`src/rtl/sound_pkg.sv`:
```
// Definitions shared by the sound channel controllers: register map, noise timer and LFSR
// helpers, and the frame-sequencer step assignments.
package sound_pkg;

    localparam logic [1:0] AddrNr41 = 2'd0;
    localparam logic [1:0] AddrNr42 = 2'd1;
    localparam logic [1:0] AddrNr43 = 2'd2;
    localparam logic [1:0] AddrNr44 = 2'd3;

    localparam int unsigned LfsrWidth  = 15;
    localparam int unsigned TimerWidth = 20;
    localparam logic [LfsrWidth-1:0] LfsrSeed = 15'h7FFF;

    // Shifts above this value stop the noise clock entirely.
    localparam logic [3:0] MaxClockedShift = 4'd13;

    localparam logic [2:0] EnvelopeStep = 3'd7;
    localparam logic [6:0] FullLength   = 7'd64;

    typedef enum logic {
        StIdle,
        StRun
    } noiseState_t;

    function automatic logic [TimerWidth-1:0] divisor(input logic [2:0] code);
        if (code == 3'd0) begin
            return 20'd8;
        end
        return {13'd0, code, 4'd0};
    endfunction

    function automatic logic [TimerWidth-1:0] timerPeriod(input logic [2:0] code,
                                                          input logic [3:0] shift);
        return divisor(code) << shift;
    endfunction

    function automatic logic [LfsrWidth-1:0] lfsrShift(input logic [LfsrWidth-1:0] value,
                                                       input logic narrow);
        logic                 feedback;
        logic [LfsrWidth-1:0] shifted;
        feedback = value[0] ^ value[1];
        shifted  = {feedback, value[LfsrWidth-1:1]};
        if (narrow) begin
            shifted[6] = feedback;
        end
        return shifted;
    endfunction

    // Length is clocked on the even steps 0, 2, 4 and 6.
    function automatic logic isLengthStep(input logic [2:0] step);
        return !step[0];
    endfunction

endpackage

```
`src/rtl/sound_frame_sequencer.sv`:
```
// Frame sequencer: divides the system clock down to frame ticks and walks a 3-bit step,
// emitting one-cycle length and envelope tick pulses.
module sound_frame_sequencer
    import sound_pkg::*;
#(
    parameter int unsigned FRAME_DIV = 8192
) (
    input  logic iClock,
    input  logic iReset,
    output logic oLengthTick,
    output logic oEnvelopeTick
);

    localparam int unsigned CountWidth = (FRAME_DIV > 1) ? $clog2(FRAME_DIV) : 1;
    localparam logic [CountWidth-1:0] LastCount = CountWidth'(FRAME_DIV - 1);

    logic [CountWidth-1:0] frameCount;
    logic [2:0]            step;
    logic                  tick;

    assign tick = (frameCount == LastCount);

    always_ff @(posedge iClock) begin
        if (iReset) begin
            frameCount <= '0;
            step       <= '0;
        end else if (tick) begin
            frameCount <= '0;
            step       <= step + 3'd1;
        end else begin
            frameCount <= frameCount + CountWidth'(1);
        end
    end

    // The pulse carries the step being completed; the step advances afterwards.
    assign oLengthTick   = tick && isLengthStep(step);
    assign oEnvelopeTick = tick && (step == EnvelopeStep);

endmodule

```
`src/rtl/noise_channel_controller.sv`:
```
// Channel-4 noise controller: decodes NR41-NR44, runs the frequency timer that clocks the
// LFSR, and applies length and envelope to produce the registered sample and enable flag.
module noise_channel_controller
    import sound_pkg::*;
#(
    parameter int unsigned FRAME_DIV = 8192
) (
    input  logic       iClock,
    input  logic       iReset,
    input  logic       iWriteEnable,
    input  logic [1:0] iAddress,
    input  logic [7:0] iData,
    output logic [3:0] oSample,
    output logic       oEnabled
);

    noiseState_t           state;
    logic [7:0]            nr42;
    logic [7:0]            nr43;
    logic                  lengthEnable;
    logic [6:0]            lengthCount;
    logic [3:0]            volume;
    logic [2:0]            envelopeCount;
    logic [TimerWidth-1:0] timerCount;
    logic [LfsrWidth-1:0]  lfsr;

    logic lengthTick;
    logic envelopeTick;

    sound_frame_sequencer #(
        .FRAME_DIV(FRAME_DIV)
    ) frameSequencer (
        .iClock       (iClock),
        .iReset       (iReset),
        .oLengthTick  (lengthTick),
        .oEnvelopeTick(envelopeTick)
    );

    logic                  wrNr41;
    logic                  wrNr42;
    logic                  wrNr43;
    logic                  wrNr44;
    logic                  trigger;
    logic                  dacOn;
    logic                  dacOffWrite;
    logic                  lengthExpire;
    logic                  timerActive;
    logic [TimerWidth-1:0] period;
    logic [2:0]            envelopePeriod;
    logic [3:0]            volumeStepped;

    assign wrNr41  = iWriteEnable && (iAddress == AddrNr41);
    assign wrNr42  = iWriteEnable && (iAddress == AddrNr42);
    assign wrNr43  = iWriteEnable && (iAddress == AddrNr43);
    assign wrNr44  = iWriteEnable && (iAddress == AddrNr44);
    assign trigger = wrNr44 && iData[7];

    assign dacOn          = (nr42[7:3] != 5'd0);
    assign dacOffWrite    = wrNr42 && (iData[7:3] == 5'd0);
    assign envelopePeriod = nr42[2:0];
    assign period         = timerPeriod(nr43[2:0], nr43[7:4]);
    assign timerActive    = (state == StRun) && (nr43[7:4] <= MaxClockedShift);

    // A trigger or NR41 write in the same cycle swallows the length tick.
    assign lengthExpire = lengthTick && lengthEnable && (lengthCount == 7'd1)
                          && !trigger && !wrNr41;

    always_comb begin
        volumeStepped = volume;
        if (nr42[3] && (volume != 4'hF)) begin
            volumeStepped = volume + 4'd1;
        end else if (!nr42[3] && (volume != 4'h0)) begin
            volumeStepped = volume - 4'd1;
        end
    end

    always_ff @(posedge iClock) begin
        if (iReset) begin
            nr42         <= '0;
            nr43         <= '0;
            lengthEnable <= 1'b0;
        end else begin
            if (wrNr42) begin
                nr42 <= iData;
            end
            if (wrNr43) begin
                nr43 <= iData;
            end
            if (wrNr44) begin
                lengthEnable <= iData[6];
            end
        end
    end

    always_ff @(posedge iClock) begin
        if (iReset) begin
            lengthCount <= '0;
        end else if (wrNr41) begin
            lengthCount <= FullLength - {1'b0, iData[5:0]};
        end else if (trigger) begin
            if (lengthCount == 7'd0) begin
                lengthCount <= FullLength;
            end
        end else if (lengthTick && lengthEnable && (lengthCount != 7'd0)) begin
            lengthCount <= lengthCount - 7'd1;
        end
    end

    always_ff @(posedge iClock) begin
        if (iReset) begin
            volume        <= '0;
            envelopeCount <= '0;
        end else if (trigger) begin
            volume        <= nr42[7:4];
            envelopeCount <= envelopePeriod;
        end else if (envelopeTick && (envelopePeriod != 3'd0)) begin
            // A zero count (period set after trigger) is treated as an expiry.
            if (envelopeCount <= 3'd1) begin
                envelopeCount <= envelopePeriod;
                volume        <= volumeStepped;
            end else begin
                envelopeCount <= envelopeCount - 3'd1;
            end
        end
    end

    always_ff @(posedge iClock) begin
        if (iReset) begin
            timerCount <= '0;
            lfsr       <= LfsrSeed;
        end else if (trigger) begin
            timerCount <= period;
            lfsr       <= LfsrSeed;
        end else if (timerActive) begin
            // NR43 changes are picked up here, at reload, never mid-count.
            if (timerCount <= TimerWidth'(1)) begin
                timerCount <= period;
                lfsr       <= lfsrShift(lfsr, nr43[3]);
            end else begin
                timerCount <= timerCount - TimerWidth'(1);
            end
        end
    end

    always_ff @(posedge iClock) begin
        if (iReset) begin
            state    <= StIdle;
            oEnabled <= 1'b0;
            oSample  <= '0;
        end else begin
            oSample <= ((state == StRun) && !lfsr[0]) ? volume : 4'd0;
            unique case (state)
                StIdle: begin
                    if (trigger && dacOn) begin
                        state    <= StRun;
                        oEnabled <= 1'b1;
                    end
                end
                StRun: begin
                    if (dacOffWrite || lengthExpire) begin
                        state    <= StIdle;
                        oEnabled <= 1'b0;
                    end
                end
            endcase
        end
    end

endmodule

```
`config.mk`:
```
export PLATFORM = sky130hd
export DESIGN_NAME = noise_channel_controller
export DESIGN_NICKNAME = d
export VERILOG_FILES = /design/src/rtl/sound_pkg.sv /design/src/rtl/sound_frame_sequencer.sv /design/src/rtl/noise_channel_controller.sv
export SDC_FILE = /design/constraint.sdc
export NUM_CORES = 1
export LEC_CHECK = 0
export ABC_AREA = 1
export ABC_CLOCK_PERIOD_IN_PS = 2400
export CAP_MARGIN = 40
export CELL_PAD_IN_SITES_DETAIL_PLACEMENT = 2
export CELL_PAD_IN_SITES_GLOBAL_PLACEMENT = 2
export CORE_ASPECT_RATIO = 1.1
export CORE_MARGIN = 2
export CORE_UTILIZATION = 35
export DETAILED_ROUTE_END_ITERATION = 7
export HOLD_SLACK_MARGIN = 0.06
export PLACE_DENSITY = 0.89
export SLEW_MARGIN = 20
export SYNTH_ARGS = -nofsm -noshare
export SYNTH_HDL_FRONTEND = slang
export SYNTH_SLANG_ARGS = --single-unit
```
`constraint.sdc`:
```
create_clock -name iClock -period 2.4 [get_ports iClock]
set_clock_uncertainty 0.15 [all_clocks]
set_input_delay 0.24 -clock iClock [delete_from_list [all_inputs] [get_ports iClock]]
set_output_delay 0.24 -clock iClock [all_outputs]
set_load 0.01 [all_outputs]
```
==> results of run 1 <==
## registers in the layout (all words and copies together), names as in the netlist
| signal | flops |
|---|---|
| envelopeCount | 3 |
| frameSequencer.frameCount | 13 |
| frameSequencer.step | 3 |
| lengthCount | 7 |
| lengthEnable | 1 |
| lfsr | 15 |
| nr42 | 8 |
| nr43 | 8 |
| oEnabled | 1 |
| oSample | 4 |
| state | 1 |
| timerCount | 20 |
| volume | 4 |
## metal layers
| layer | share of wire | up-vias | global-route usage | wire, um |
|---|---|---|---|---|
| met5 | 0 | - | 0 | 0 |
| met4 | 0.017 | 0 | 0.0616 | 263 |
| met3 | 0.024 | 20 | 0.0419 | 383 |
| met2 | 0.54 | 48 | 0.420 | 8510 |
| met1 | 0.42 | 2358 | 0.258 | 6710 |
| li1 | - | 2348 | - | - |
## power breakdown
| group | switching, uW | internal [uW] |
|---|---|---|
| clock network | 635 | 912 |
| registers | 69.8 | 1520 |
| logic | 585 | 272 |
## cells in the final DEF, fill, tap and decap left out, types with 13 or more instances in the layout
cell type	netlist	final
nand2_1	151	150
nor2_1	102	102
dfxtp_1	88	88
inv_1	84	84
nand3_1	61	61
o21ai_0	50	49
a21oi_1	49	49
clkdlybuf4s50_1	0	17
xor2_1	14	14
o211ai_1	13	13
ha_1	13	13
## per-stage QoR
step                      cell area [um2]   util  hold WS (ns)
after floorplan                      4920      -         0.159
after CTS                            5590  0.405         0.305
after global routing                 5590  0.405         0.321
after detailed placement             5270  0.382         0.289
final                                5590  0.405         0.301
after global placement               5270  0.382         0.281
## area by class of cell
class | instances | area share
multi-input combinational | 522 | 0.482
sequential | 88 | 0.315
inverter | 87 | 0.0584
timing repair buffer | 27 | 0.0461
tap | 188 | 0.0421
clock buffer | 9 | 0.0403
clock inverter | 6 | 0.0166
## logic make-up after synthesis
| group | after synthesis |
|---|---|
| AOI/OAI and AO/OA | 129 |
| xor gates and xnor gates | 21 |
| adders and majority gates | 14 |
| buffers and inverters | 109 |
| DFF | 88 |
| muxes | 1 |
| and+or+nand+nor | 357 |
## worst paths after layout
check | start | endpoint | slack [ns] | cells after the start
min reg2reg | frameSequencer.frameCount[0]$_SDFF_PP0_ | frameSequencer.frameCount[0]$_SDFF_PP0_ | 0.30 | 1
max | timerCount[0]$_SDFFE_PP0P_ | timerCount[17]$_SDFFE_PP0P_ | 0.15 | 13
min | frameSequencer.frameCount[0]$_SDFF_PP0_ | frameSequencer.frameCount[0]$_SDFF_PP0_ | 0.30 | 1
max reg2reg | timerCount[0]$_SDFFE_PP0P_ | timerCount[17]$_SDFFE_PP0P_ | 0.15 | 13
==> flow_metrics.py, run 1 <==
metrics = {
    "detailed_routing": {
        "drc": 0,
        "drt_iter0_drc": 196,
        "totalWireLength_um": 15900,
        "wl_per_cell_um": 17.1,
        "vias_per_cell": 5.15,
        "via_count": 4774,
        "ant_nets": 0,
        "drtPass1Iterations": 4,
    },
    "setup_path": {
        "crit_path_max_fanout": 15,
        "critPathArrivalTime_ns": 2.33,
        "criticalPathCategory": "reg2reg",
        "cp-start-kind": "flop",
        "crit_top_cell": "inv_1",
        "path_buf_inv": 3,
        "critPathCaptureType": "flop",
        "critPathSlowestCell": "dfxtp_1",
        "crit_chain": "inv_1 > ha_1 > inv_1 > nand2_1 > nand3_1 > nor2_1 > nand2_2 > nand2_4 > nand2_4 > inv_1 > nand2_1 > nand3_1 > nor2_1",
        "max_stage_delay_ns": 0.32,
        "required_ns": 2.48,
        "path_delay_family": "simple AND/OR/NAND/NOR gates",
    },
    "power": {
        "power.density_nw_per_um2": 715,
        "power_uw": 4000,
        "ir_drop_mv": 0.509,
        "leakagePower_uw": 0.00254,
    },
    "synth": {
        "yosys.area.top_type": "dfxtp_1",
        "ys_ff_latch": 88,
        "synth-compound-area-share": 0.148,
        "synth_edf_count": 0,
        "ys_seq_area_frac": 0.358,
        "synth-simple-area-share": 0.322,
        "yosysMostFrequentCell": "nand2_1",
        "ys_warn_count": 0,
        "ys.flop_type": "dfxtp_1",
        "ys_async_sr_fraction": 0,
        "yosysUniqueCellTypes": 43,
        "netlist.area_leader.share": 0.358,
        "syn_inst": 719,
        "synth_commonest_cells": "nand2_1, nor2_1, dfxtp_1, inv_1, nand3_1",
        "synthAdderAreaFrac": 0.0371,
        "netlist_top_cells_area": "dfxtp_1, nand2_1, nor2_1",
        "syn_nets": 746,
        "synth_top_family_by_area": "simple AND/OR/NAND/NOR gates",
        "syn_area_um2": 4920,
        "synth_xor_area_frac": 0.0374,
        "syn_avg_cell_area_um2": 6.84,
        "synthMuxAreaShare": 0.00229,
    },
    "timing": {
        "slew_viol_final": 0,
        "tns_ns": 0,
        "slew_headroom": 0.664,
        "setup_ws_ns": 0.150,
        "finalCritPeriodShare": 0.938,
        "setup_viol": 0,
        "period_minus_slack_ns": 2.25,
        "tightestPinTransition_ns": 0.501,
        "hold_viol_final": 0,
        "rsz0062_at_grt": "no",
        "fmax_ghz": 0.444,
    },
    "finish": {
        "seq_area_um2": 1760,
        "fillers": 1634,
        "synthToLayoutAreaGrowth_pct": 13.6,
        "layout.cells.non_filler": 927,
        "multiInputGateArea_um2": 2690,
        "antennaDiodeCount": 0,
        "layout-drive-gt1-share": 0.0771,
        "fin_nets": 762,
    },
    "clock_tree": {
        "clkSlewWorstSetupHoldPaths_ns": 0.07,
        "cts_setup_buffers": 0,
        "cts_buffer_depth": 2,
        "cts-root-buf": "clkbuf_16",
        "cts_resized": 0,
        "cts_tree": "yes",
        "h-tree-depth": 3,
        "clkSinkCount": 88,
        "cts_buffers": 9,
        "clk_latency_ns": 0.36,
        "hold_buffers": 0,
    },
    "placement": {
        "placed_cells": 912,
        "place_ws_ns": 0.123,
        "gp_congestion": 0.839,
        "port_buffers": 17,
        "dp_hpwl_um": 11700,
    },
    "grt": {
        "overflow": 0,
        "grt_max_degree": 42,
        "grt_pass1_vias": 5248,
        "antenna_found_initial": 0,
        "grt_pass1_wl_um": 26400,
        "grt_use_total": 0.224,
    },
    "die": {
        "start_util": 0.357,
        "num_rows": 45,
        "dieArea_um2": 15000,
        "core_area_um2": 13800,
        "ios": 18,
        "die_h_um": 128,
        "dieWidth_um": 117,
    },
    "job": {
        "drv_cap": 0,
    },
    "hold_path": {
        "holdCritPathClass": "reg2reg",
    },
    "outcome": {
        "outcome": "finished, final reports clean",
    },
}
(Power assumes the default switching activity.)
==> inputs of run 2 (changes only) <==
--- a/config.mk
+++ b/config.mk
@@ -5,17 +5,17 @@
 export SDC_FILE = /design/constraint.sdc
 export NUM_CORES = 1
 export LEC_CHECK = 0
-export ABC_AREA = 1
+export ABC_AREA = 0
 export ABC_CLOCK_PERIOD_IN_PS = 2400
 export CAP_MARGIN = 40
 export CELL_PAD_IN_SITES_DETAIL_PLACEMENT = 2
 export CELL_PAD_IN_SITES_GLOBAL_PLACEMENT = 2
 export CORE_ASPECT_RATIO = 1.1
 export CORE_MARGIN = 2
-export CORE_UTILIZATION = 35
+export CORE_UTILIZATION = 37
 export DETAILED_ROUTE_END_ITERATION = 7
 export HOLD_SLACK_MARGIN = 0.06
-export PLACE_DENSITY = 0.89
+export PLACE_DENSITY = 0.88
 export SLEW_MARGIN = 20
 export SYNTH_ARGS = -nofsm -noshare
 export SYNTH_HDL_FRONTEND = slang
==> run 2 against run 1 <==
Net effect: critical path type unchanged; via count up 8.7%; routed wire length up 59%; the flow now finishes with violations (setup timing); final cell count fell by 16%; worst setup slack got worse by 0.37 ns; synthesized cell count is 21% lower.
==> flow_metrics.py, run 2 <==
metrics = {
    "finish": {
        "final_common_cell": "nor2_1",
        "reg.largest.list": "timerCount (20), lfsr (15), frameSequencer.frameCount (13)",
        "synthToLayoutAreaGrowth_pct": 27.1,
        "layout-drive-gt1-share": 0.195,
        "seq_area_um2": 1780,
        "multiInputGateArea_um2": 2910,
        "utilization": 0.477,
        "largest-register": "timerCount",
        "layout_common_cells": "nor2_1, dfxtp_1, nand2_1, buf_4",
        "fin_area_um2": 5920,
        "largest_reg_flops": 20,
        "antennaDiodeCount": 0,
        "fin_nets": 644,
        "fillers": 1289,
    },
    "detailed_routing": {
        "wl_met3_um": 1450,
        "drtPass1Iterations": 6,
        "top_layer": "met4",
        "wl_per_cell_um": 32.4,
        "drc": 0,
        "met2_wirelength_um": 12700,
        "drt_iter0_drc": 397,
        "met1_length_um": 9150,
        "vias_per_cell": 6.67,
        "totalWireLength_um": 25200,
        "ant_nets": 0,
        "via_count": 5190,
    },
    "setup_path": {
        "required_ns": 2.48,
        "rr_worst_depth": 8,
        "path_delay_family": "simple AND/OR/NAND/NOR gates",
        "crit_cells": 8,
        "crit_chain": "or4_4 > or3_4 > o21ai_4 > buf_12 > buf_12 > and3b_1 > nor3_1 > nor4_1",
        "max_stage_delay_ns": 0.56,
        "cp-start-kind": "flop",
        "crit_path_max_fanout": 6,
        "criticalPathCategory": "reg2reg",
        "path_buf_inv": 2,
        "critPathSlowestCell": "or4_4",
        "critPathCaptureType": "flop",
        "crit_top_cell": "buf_12",
        "critPathArrivalTime_ns": 2.70,
    },
    "clock_tree": {
        "cts_buffer_depth": 2,
        "cts_tree": "yes",
        "clkSinkCount": 88,
        "clk_latency_ns": 0.38,
        "clkSlewWorstSetupHoldPaths_ns": 0.07,
        "cts-root-buf": "clkbuf_16",
        "h-tree-depth": 3,
        "cts_buffers": 9,
    },
    "job": {
        "drv_cap": 0,
    },
    "timing": {
        "fmax_ghz": 0.382,
        "setup_viol": 36,
        "period_minus_slack_ns": 2.62,
        "rsz0062_at_grt": "yes",
        "tightestPinTransition_ns": 0.658,
        "hold_viol_final": 0,
        "finalCritPeriodShare": 1.09,
        "slew_viol_final": 0,
        "slew_headroom": 0.560,
        "setup_ws_ns": -0.220,
    },
    "synth": {
        "ys_async_sr_fraction": 0,
        "syn_area_um2": 4660,
        "yosys.area.top_type": "dfxtp_1",
        "yosysUniqueCellTypes": 63,
        "synth_commonest_cells": "dfxtp_1, nor2_1, nand2_1, a21oi_1, o21ai_0",
        "netlist_top_cells_area": "dfxtp_1, mux2i_1, nor2_1",
        "synth_edf_count": 0,
        "ys_warn_count": 0,
        "netlist.area_leader.share": 0.378,
        "yosysMostFrequentCell": "dfxtp_1",
        "syn_inst": 567,
        "ys_seq_area_frac": 0.378,
        "syn_nets": 594,
        "syn_avg_cell_area_um2": 8.22,
        "ys.flop_type": "dfxtp_1",
        "ys_ff_latch": 88,
    },
    "power": {
        "leakagePower_uw": 0.00238,
        "power.density_nw_per_um2": 833,
        "ir_drop_mv": 0.438,
    },
    "die": {
        "core_area_um2": 12400,
        "dieWidth_um": 111,
        "ios": 18,
        "die_h_um": 122,
        "start_util": 0.375,
        "dieArea_um2": 13500,
        "num_rows": 43,
    },
    "outcome": {
        "outcome": "complete, but fails checks",
        "violations": "setup timing",
    },
    "placement": {
        "place_ws_ns": -0.105,
        "dp_hpwl_um": 11900,
        "port_buffers": 17,
        "placed_cell_area_um2": 5170,
        "gp_congestion": 0.820,
    },
    "hold_path": {
        "min_path_cells": 3,
        "holdCritPathClass": "in2reg",
    },
    "grt": {
        "grt_pass1_wl_um": 32600,
        "grt_pass1_vias": 5373,
        "antenna_found_initial": 0,
        "grt_max_degree": 51,
        "overflow": 0,
        "grt_use_total": 0.317,
    },
}
## run 2: changes by cell type after synthesis, sizes merged, moves of 13 or more
cell	previous run	this run
a21oi	49	35
clkbuf	8	21
inv	87	16
mux2i	0	33
nand2	159	45
nand3	64	13
nor2	111	83
nor3	9	26
o21ai	52	36
## run 2: cells by family after synthesis
kind of cell	count (synthesis)	synth area share
AO/OA/AOI/OAI	122	0.166
XOR/XNOR	22	0.0414
adder cells (fa/ha/maj)	14	0.0392
buffers and inverters	45	0.0395
flip-flops	88	0.378
multiplexers	36	0.0781
AND/OR/NAND/NOR	240	0.257
## run 2: repair_timing
| item | CTS | global route |
|---|---|---|
| endpoints found under the setup margin | 28 | 48 |
| gates cloned | 1 | 5 |
| setup buffers | 3 | 11 |
| hold endpoints to repair | 0 | 0 |
| resized for setup | 17 | 58 |
| hold buffers | 0 | 0 |
| pin swaps | 6 | 22 |
## run 2: per-layer routing
metal | vias up | track usage
li1 | 2131 | -
met2 | 314 | 0.567
met4 | 0 | 0.192
met1 | 2602 | 0.345
met3 | 143 | 0.0697
met5 | - | 0
## run 2: cell type report
cell class	count	share of cell area
clock buffers	9	0.0380
inverters	16	0.0101
clock inverters	6	0.00760
flip-flops and latches	88	0.300
repair buffers	68	0.120
well taps	157	0.0332
multi-input cells	434	0.491
## run 2: final timing paths
| check | to | startpoint | slack, ns |
|---|---|---|---|
| worst max register to register | timerCount[6]$_SDFFE_PP0P_ | timerCount[13]$_SDFFE_PP0P_ | -0.22 |
| worst max-delay path | timerCount[6]$_SDFFE_PP0P_ | timerCount[13]$_SDFFE_PP0P_ | -0.22 |
| worst min register to register | timerCount[15]$_SDFFE_PP0P_ | timerCount[15]$_SDFFE_PP0P_ | 0.34 |
| worst min-delay path | oSample[3]$_SDFF_PP0_ | iReset | 0.16 |
## run 2: worst min-delay path: stages
cell and delay [ns]:
buf_2 0.12, nor3_1 0.10, and2_1 0.16
## run 2: through the flow
stage	instances	setup TNS [ns]	hold slack, ns	total power [uW]
2_1_floorplan	567	0	0.234	2340
3_3_place_gp	744	0	0.279	2640
3_5_place_dp	744	-0.502	0.302	2740
4_1_cts	763	-0.0622	0.157	4320
5_1_grt	778	-4.40	0.179	5020
6_report	778	-2.59	0.156	4940
## run 2: report_power, final
part / switching [uW] / internal (uW) / total [uW]
clock: 731 / 702 / 1430
combinational: 1100 / 817 / 1910
sequential: 81.6 / 1510 / 1590
total: 1910 / 3030 / 4940
==> inputs of run 3 (changes only) <==
--- a/config.mk
+++ b/config.mk
@@ -5,7 +5,6 @@
 export SDC_FILE = /design/constraint.sdc
 export NUM_CORES = 1
 export LEC_CHECK = 0
-export ABC_AREA = 0
 export ABC_CLOCK_PERIOD_IN_PS = 2400
 export CAP_MARGIN = 40
 export CELL_PAD_IN_SITES_DETAIL_PLACEMENT = 2
==> results of run 3 <==
The final DEF is identical to that of run 2; final timing and power are the same.
==> variant 1: new RTL, flow settings as in run 2 <==
`oSample` no longer has a reset.
--- a/src/rtl/noise_channel_controller.sv
+++ b/src/rtl/noise_channel_controller.sv
@@ -146,9 +146,7 @@
         if (iReset) begin
             state    <= StIdle;
             oEnabled <= 1'b0;
-            oSample  <= '0;
         end else begin
-            oSample <= ((state == StRun) && !lfsr[0]) ? volume : 4'd0;
             unique case (state)
                 StIdle: begin
                     if (trigger && dacOn) begin
@@ -166,5 +164,9 @@
         end
     end
 
+    always_ff @(posedge iClock) begin
+        oSample <= ((state == StRun) && !lfsr[0]) ? volume : 4'd0;
+    end
+
 endmodule
 
Check against the original RTL: no difference found for any inputs over 10 cycles, from zero or initial values and one cycle with iReset high; that may be too few to reach the edited logic, so the function may still have changed.
==> variant 1 against run 2 <==
  * The flow still finishes with violations (negative setup slack)
  * Final area rose by 1.5%
  * Die area rose by 0.75%
  * Sequential cell count did not move
  * Worst hold slack improved by 0.072 ns
  * Setup slack improved by 0.046 ns
  * Synthesized area rose by 0.78%
  * Utilization rose by 0.52 points
  * Total power rose by 1.1%
  * Routed wire length rose by 7.2%
  * Largest cell class unchanged
  * Highest routed layer is now met5
==> variant 1: results (changes against run 2) <==
stage,metric,value,unit,change
logic_synthesis,Commonest cells post-synth,"88 x dfxtp_1, 81 x nor2_1, 50 x nand2_1, 38 x a21oi_1",,"was 88 x dfxtp_1, 83 x nor2_1, 44 x nand2_1, 35 x a21oi_1, 34 x o21ai_0"
sta,"Setup violations, final",11,,was 36
power_and_ir_drop,Switching Share,36.02,%,was 38.66%
placed_design,detailed placement HPWL,13000,um,was 11930 um
min_path,hold path cells,2,,was 3
logic_synthesis,main area contributors after synthesis,"dfxtp_1 38%, nor2_1 6.5%, mux2i_1 4.9%, a21oi_1 4.1%, nand2_1 4.0%",,"was dfxtp_1 38%, mux2i_1 7.1%, nor2_1 6.7%, a21oi_1 3.8%, o21ai_0 3.7%"
sta,Slew @ Worst Pin,0.7945,ns,was 0.6578 ns
detailed_routing,Via Count,5448,,was 5190
logic_synthesis,"Net Count, Synth",606,,was 594
logic_synthesis,count of cell types in the netlist,62,,was 63
placed_design,Placed Area,5358,sq um,was 5175 sq um
grt,largest net degree at the start of global routing,27,,was 51
detailed_routing,top routing layer used,met5,,was met4
placed_design,DP Worst Slack,-0.1509,ns,was -0.1054 ns
setup_path,crit-path max cell delay,0.49,ns,was 0.56 ns
grt,first-pass GRT wire length,36520,um,was 32620 um
detailed_routing,DR pass1 iterations,5,,was 6
setup_path,crit path max fanout,14,,was 6
logic_synthesis,sequential area share after synthesis,37.52,%,was 37.81%
power_and_ir_drop,LEAKAGE,2.444,nW,was 2.377 nW
finish,layout cells sized above 1,20.68,%,was 19.48%
sta,setup TNS,-0.5728,ns,was -2.594 ns
finish,FILL cells,1323,,was 1289
detailed_routing,wire length per cell,33.58,um,was 32.42 um
setup_path,worst r2r path cells,10,,was 8
power_and_ir_drop,VDD IR-drop max,0.5755,mV,was 0.4384 mV
placed_design,dpl cells,779,,was 744
detailed_routing,M1 wire length,9733,um,was 9154 um
detailed_routing,met3 WL,1771,um,was 1451 um
placed_design,Placer Congestion,0.8963,,was 0.8199
setup_path,Critical Path Slowest Stage Cell,nor4_1,,was or4_4
logic_synthesis,Syn Inst Count,579,,was 567
run_status,failing checks,negative setup slack,,unchanged
grt,vias in the first global route,5640,,was 5373
detailed_routing,Initial DRC Count,443,,was 397
grt,Total Routing Usage GR,35.51,%,was 31.69%
grt,initial antenna violation count,1,,was 0
run_status,status,finished with violations,,unchanged
placed_design,Port Buffers,17,,unchanged
clock_tree,H-tree levels,3,,unchanged
finish,Final nets,670,,was 644
setup_path,arrival time worst endpoint,2.72,ns,was 2.70 ns
sta,final worst slack,-0.1740,ns,was -0.2197 ns
detailed_routing,WL met2,13240,um,was 12700 um
finish,fin cells,805,,was 778
## variant 1: metal layers
layer	vias to the layer above	track usage (%)
li1	2197	-
met1	2729	39.86
met5	-	0
met3	165	6.965
met2	355	64.60
met4	2	17.36
## variant 1: worst paths after layout
path	start	to	slack [ns]
worst max-delay path	timerCount[0]	timerCount[12]	-0.17
worst min-delay path	iReset	frameSequencer.frameCount[12]	0.23
worst max register to register	timerCount[0]	timerCount[12]	-0.17
worst min register to register	lfsr[2]	lfsr[2]	0.35
## variant 1: cells by family (layout without fill, tap and decap cells)
family,after synthesis,after routing,share of synthesized area [%]
AND/OR/NAND/NOR,268,268,29.52
AO/OA/AOI/OAI,115,116,15.05
flip-flops,88,88,37.52
buffers and inverters,48,116,4.769
multiplexers,24,24,5.143
XOR/XNOR,22,22,4.103
adder cells (fa/ha/maj),14,14,3.890
## variant 1: cell type report
class / count / area [sq um] / share of cell area (%)
clock buffers: 10 / 239.0 / 3.973
clock inverters: 6 / 113.9 / 1.893
inverters: 15 / 56.30 / 0.9361
multi-input cells: 444 / 2912 / 48.41
flip-flops and latches: 88 / 1773 / 29.48
well taps: 157 / 196.4 / 3.266
repair buffers: 85 / 724.4 / 12.04
## variant 1: power by group through the flow
| stage | sequential, mW | combinational [mW] | clock, mW |
|---|---|---|---|
| 3_3_place_gp | 1.60 | 1.04 | 0 |
| 6_report | 1.60 | 1.62 | 1.77 |
| 2_1_floorplan | 1.59 | 0.725 | 0 |
| 5_1_grt | 1.60 | 1.66 | 1.83 |
| 4_1_cts | 1.59 | 1.36 | 1.74 |
| 3_5_place_dp | 1.61 | 1.13 | 0 |
## variant 1: timing repair
action	in CTS	in global routing
endpoints found under the hold margin	0	0
endpoints found under the setup margin	48	47
pin swaps	5	11
resized for setup	33	25
buffers inserted	2	6
gates cloned	1	1
==> variant 2: new RTL, config.mk and constraints of run 2 <==
Made on the original files. Change the package constant `LfsrWidth` from 15 to 19.
--- a/src/rtl/sound_pkg.sv
+++ b/src/rtl/sound_pkg.sv
@@ -7,7 +7,7 @@
     localparam logic [1:0] AddrNr43 = 2'd2;
     localparam logic [1:0] AddrNr44 = 2'd3;
 
-    localparam int unsigned LfsrWidth  = 15;
+    localparam int unsigned LfsrWidth  = 19;
     localparam int unsigned TimerWidth = 20;
     localparam logic [LfsrWidth-1:0] LfsrSeed = 15'h7FFF;
 
Check against the original RTL: same outputs for any inputs over 10 cycles, from zero or initial values and one cycle with iReset high; that may be too few to reach the edited logic, so the function may still have changed.
==> variant 2 against run 2 <==
  * The run still ends with negative setup slack left
  * Die area grew 3.2%
  * Worst hold slack improved by 0.0016 ns
  * Final area is 3.6% higher
  * Routed wire length is 2.0% higher
  * Maximum frequency increased by 2.4%
  * Critical path depth fell by 2
  * Setup slack improved by 0.061 ns
  * Synthesized area grew 3.3%
  * Total power grew 19%
  * Sequential cell count increased by 4
  * Critical path type is now primary input to register
  * Critical endpoint is now state
  * Highest routed layer unchanged
==> variant 2: results (changes against run 2) <==
stage,metric,value,unit,change
run_status,status,finished with violations,,unchanged
run_status,failing checks,negative setup slack,,unchanged
grt,first-pass GRT wire length,34600,um,was 32620 um
finish,Final nets,692,,was 644
logic_synthesis,Commonest cells post-synth,"92 x dfxtp_1, 74 x nor2_1, 65 x nand2_1, 38 x a21oi_1, 31 x nand3_1",,"was 88 x dfxtp_1, 83 x nor2_1, 44 x nand2_1, 35 x a21oi_1, 34 x o21ai_0"
logic_synthesis,Post-synth top flop,dfxtp_1,,unchanged
detailed_routing,Via Count,5460,,was 5190
detailed_routing,DR pass1 iterations,5,,was 6
finish,layout cells sized above 1,20.00,%,was 19.48%
placed_design,detailed placement HPWL,12900,um,was 11930 um
detailed_routing,wire length per cell,31.12,um,was 32.42 um
sta,setup TNS,-1.209,ns,was -2.594 ns
placed_design,Port Buffers,17,,unchanged
setup_path,crit path max fanout,7,,was 6
logic_synthesis,main area contributors after synthesis,"dfxtp_1 38%, mux2i_1 6.0%, nor2_1 5.8%, nand2_1 5.1%, a21oi_1 4.0%",,"was dfxtp_1 38%, mux2i_1 7.1%, nor2_1 6.7%, a21oi_1 3.8%, o21ai_0 3.7%"
power_and_ir_drop,LEAKAGE,2.496,nW,was 2.377 nW
power_and_ir_drop,switching power,2.371,mW,was 1.908 mW
logic_synthesis,count of cell types in the netlist,60,,was 63
sta,"Setup violations, final",17,,was 36
logic_synthesis,"EDFF count, synth",0,,unchanged
logic_synthesis,sequential area share after synthesis,38.25,%,was 37.81%
power_and_ir_drop,VDD IR-drop max,0.7763,mV,was 0.4384 mV
detailed_routing,Initial DRC Count,496,,was 397
grt,Total Routing Usage GR,32.75,%,was 31.69%
finish,diode count,0,,unchanged
grt,vias in the first global route,5733,,was 5373
grt,largest net degree at the start of global routing,24,,was 51
finish,FILL cells,1303,,was 1289
placed_design,DP Worst Slack,-0.1013,ns,was -0.1054 ns
sta,Slew @ Worst Pin,0.7140,ns,was 0.6578 ns
finish,leading registers by flop count,"timerCount (20), lfsr (19), frameSequencer.frameCount (13)",,"was timerCount (20), lfsr (15), frameSequencer.frameCount (13)"
sta,final worst slack,-0.1584,ns,was -0.2197 ns
clock_tree,total CTS buffers,9,,unchanged
clock_tree,Max Buffers Root-to-Sink,2,,unchanged
placed_design,Placer Congestion,0.8939,,was 0.8199
clock_tree,H-tree levels,3,,unchanged
logic_synthesis,"Net Count, Synth",617,,was 594
-- variant 2: cell count changes after synthesis, sizes merged, moves of 5 or more --
| cell | delta |
|---|---|
| nor2 | -9 |
| nand2 | +20 |
| nor3 | -5 |
| o32ai | +6 |
| o21ai | -23 |
| nand3 | +18 |
| a211oi | +5 |
| inv | +5 |
-- variant 2: cell type report --
class | count | area (sq um) | area share (%)
multi-input cells | 447 | 2908 | 47.39
flip-flops and latches | 92 | 1847 | 30.10
repair buffers | 93 | 794.5 | 12.95
clock buffers | 9 | 225.2 | 3.670
well taps | 157 | 196.4 | 3.201
clock inverters | 7 | 82.58 | 1.346
inverters | 22 | 82.58 | 1.346
-- variant 2: path summary, 6_finish.rpt --
path                                                   start                           end  slack, ns  depth (start not counted)
worst min-delay path                                  iReset                       nr42[4]       0.16                          2
worst max register to register                timerCount[16]                timerCount[15]      -0.15                          7
worst max-delay path                            iWriteEnable                         state      -0.16                          6
worst min register to register  frameSequencer.frameCount[0]  frameSequencer.frameCount[0]       0.31                          1
-- variant 2: routing by layer --
metal	GRT usage (%)	share of wire (%)
met2	57.63	50
met3	7.007	5.9
met5	0	0
met4	18.45	6.3
met1	37.00	38
-- variant 2: cell families after synthesis --
| logic type | after synthesis | share of synthesized area [%] |
|---|---|---|
| flip-flops | 92 | 38.25 |
| multiplexers | 32 | 6.731 |
| buffers and inverters | 51 | 4.028 |
| AND/OR/NAND/NOR | 263 | 26.82 |
| XOR/XNOR | 23 | 4.184 |
| AO/OA/AOI/OAI | 115 | 16.19 |
| adder cells (fa/ha/maj) | 14 | 3.794 |
-- variant 2: power groups by stage --
stage	clock, mW	sequential [mW]	combinational (mW)
after detailed placement	0	1.75	1.74
after global routing	1.67	1.74	2.61
final	1.60	1.74	2.54
after CTS	1.57	1.72	2.01
after global placement	0	1.73	1.63
after floorplan	0	1.71	1.02
-- variant 2: timing repair --
item	in CTS	in global routing
gates resized for setup	13	24
hold buffers	0	0
cloned	0	2
pin swaps	3	4
setup endpoints to repair	22	49
setup buffers	3	9
-- variant 2: worst max-delay path: stages --
cell and delay (ns):
clkdlybuf4s50_1 0.65, or3b_2 0.54, and3_1 0.25, a311oi_1 0.58, a21oi_1 0.22, nor2_1 0.22
-- variant 2: stage by stage --
stage               std cells  area (sq um)  utilization (%)
floorplan                 590          4821                -
global placement          797          5562            43.99
detailed placement        797          5562            43.99
CTS                       816          5943            47.01
global route              827          6136            48.53
finish                    827          6136            48.53
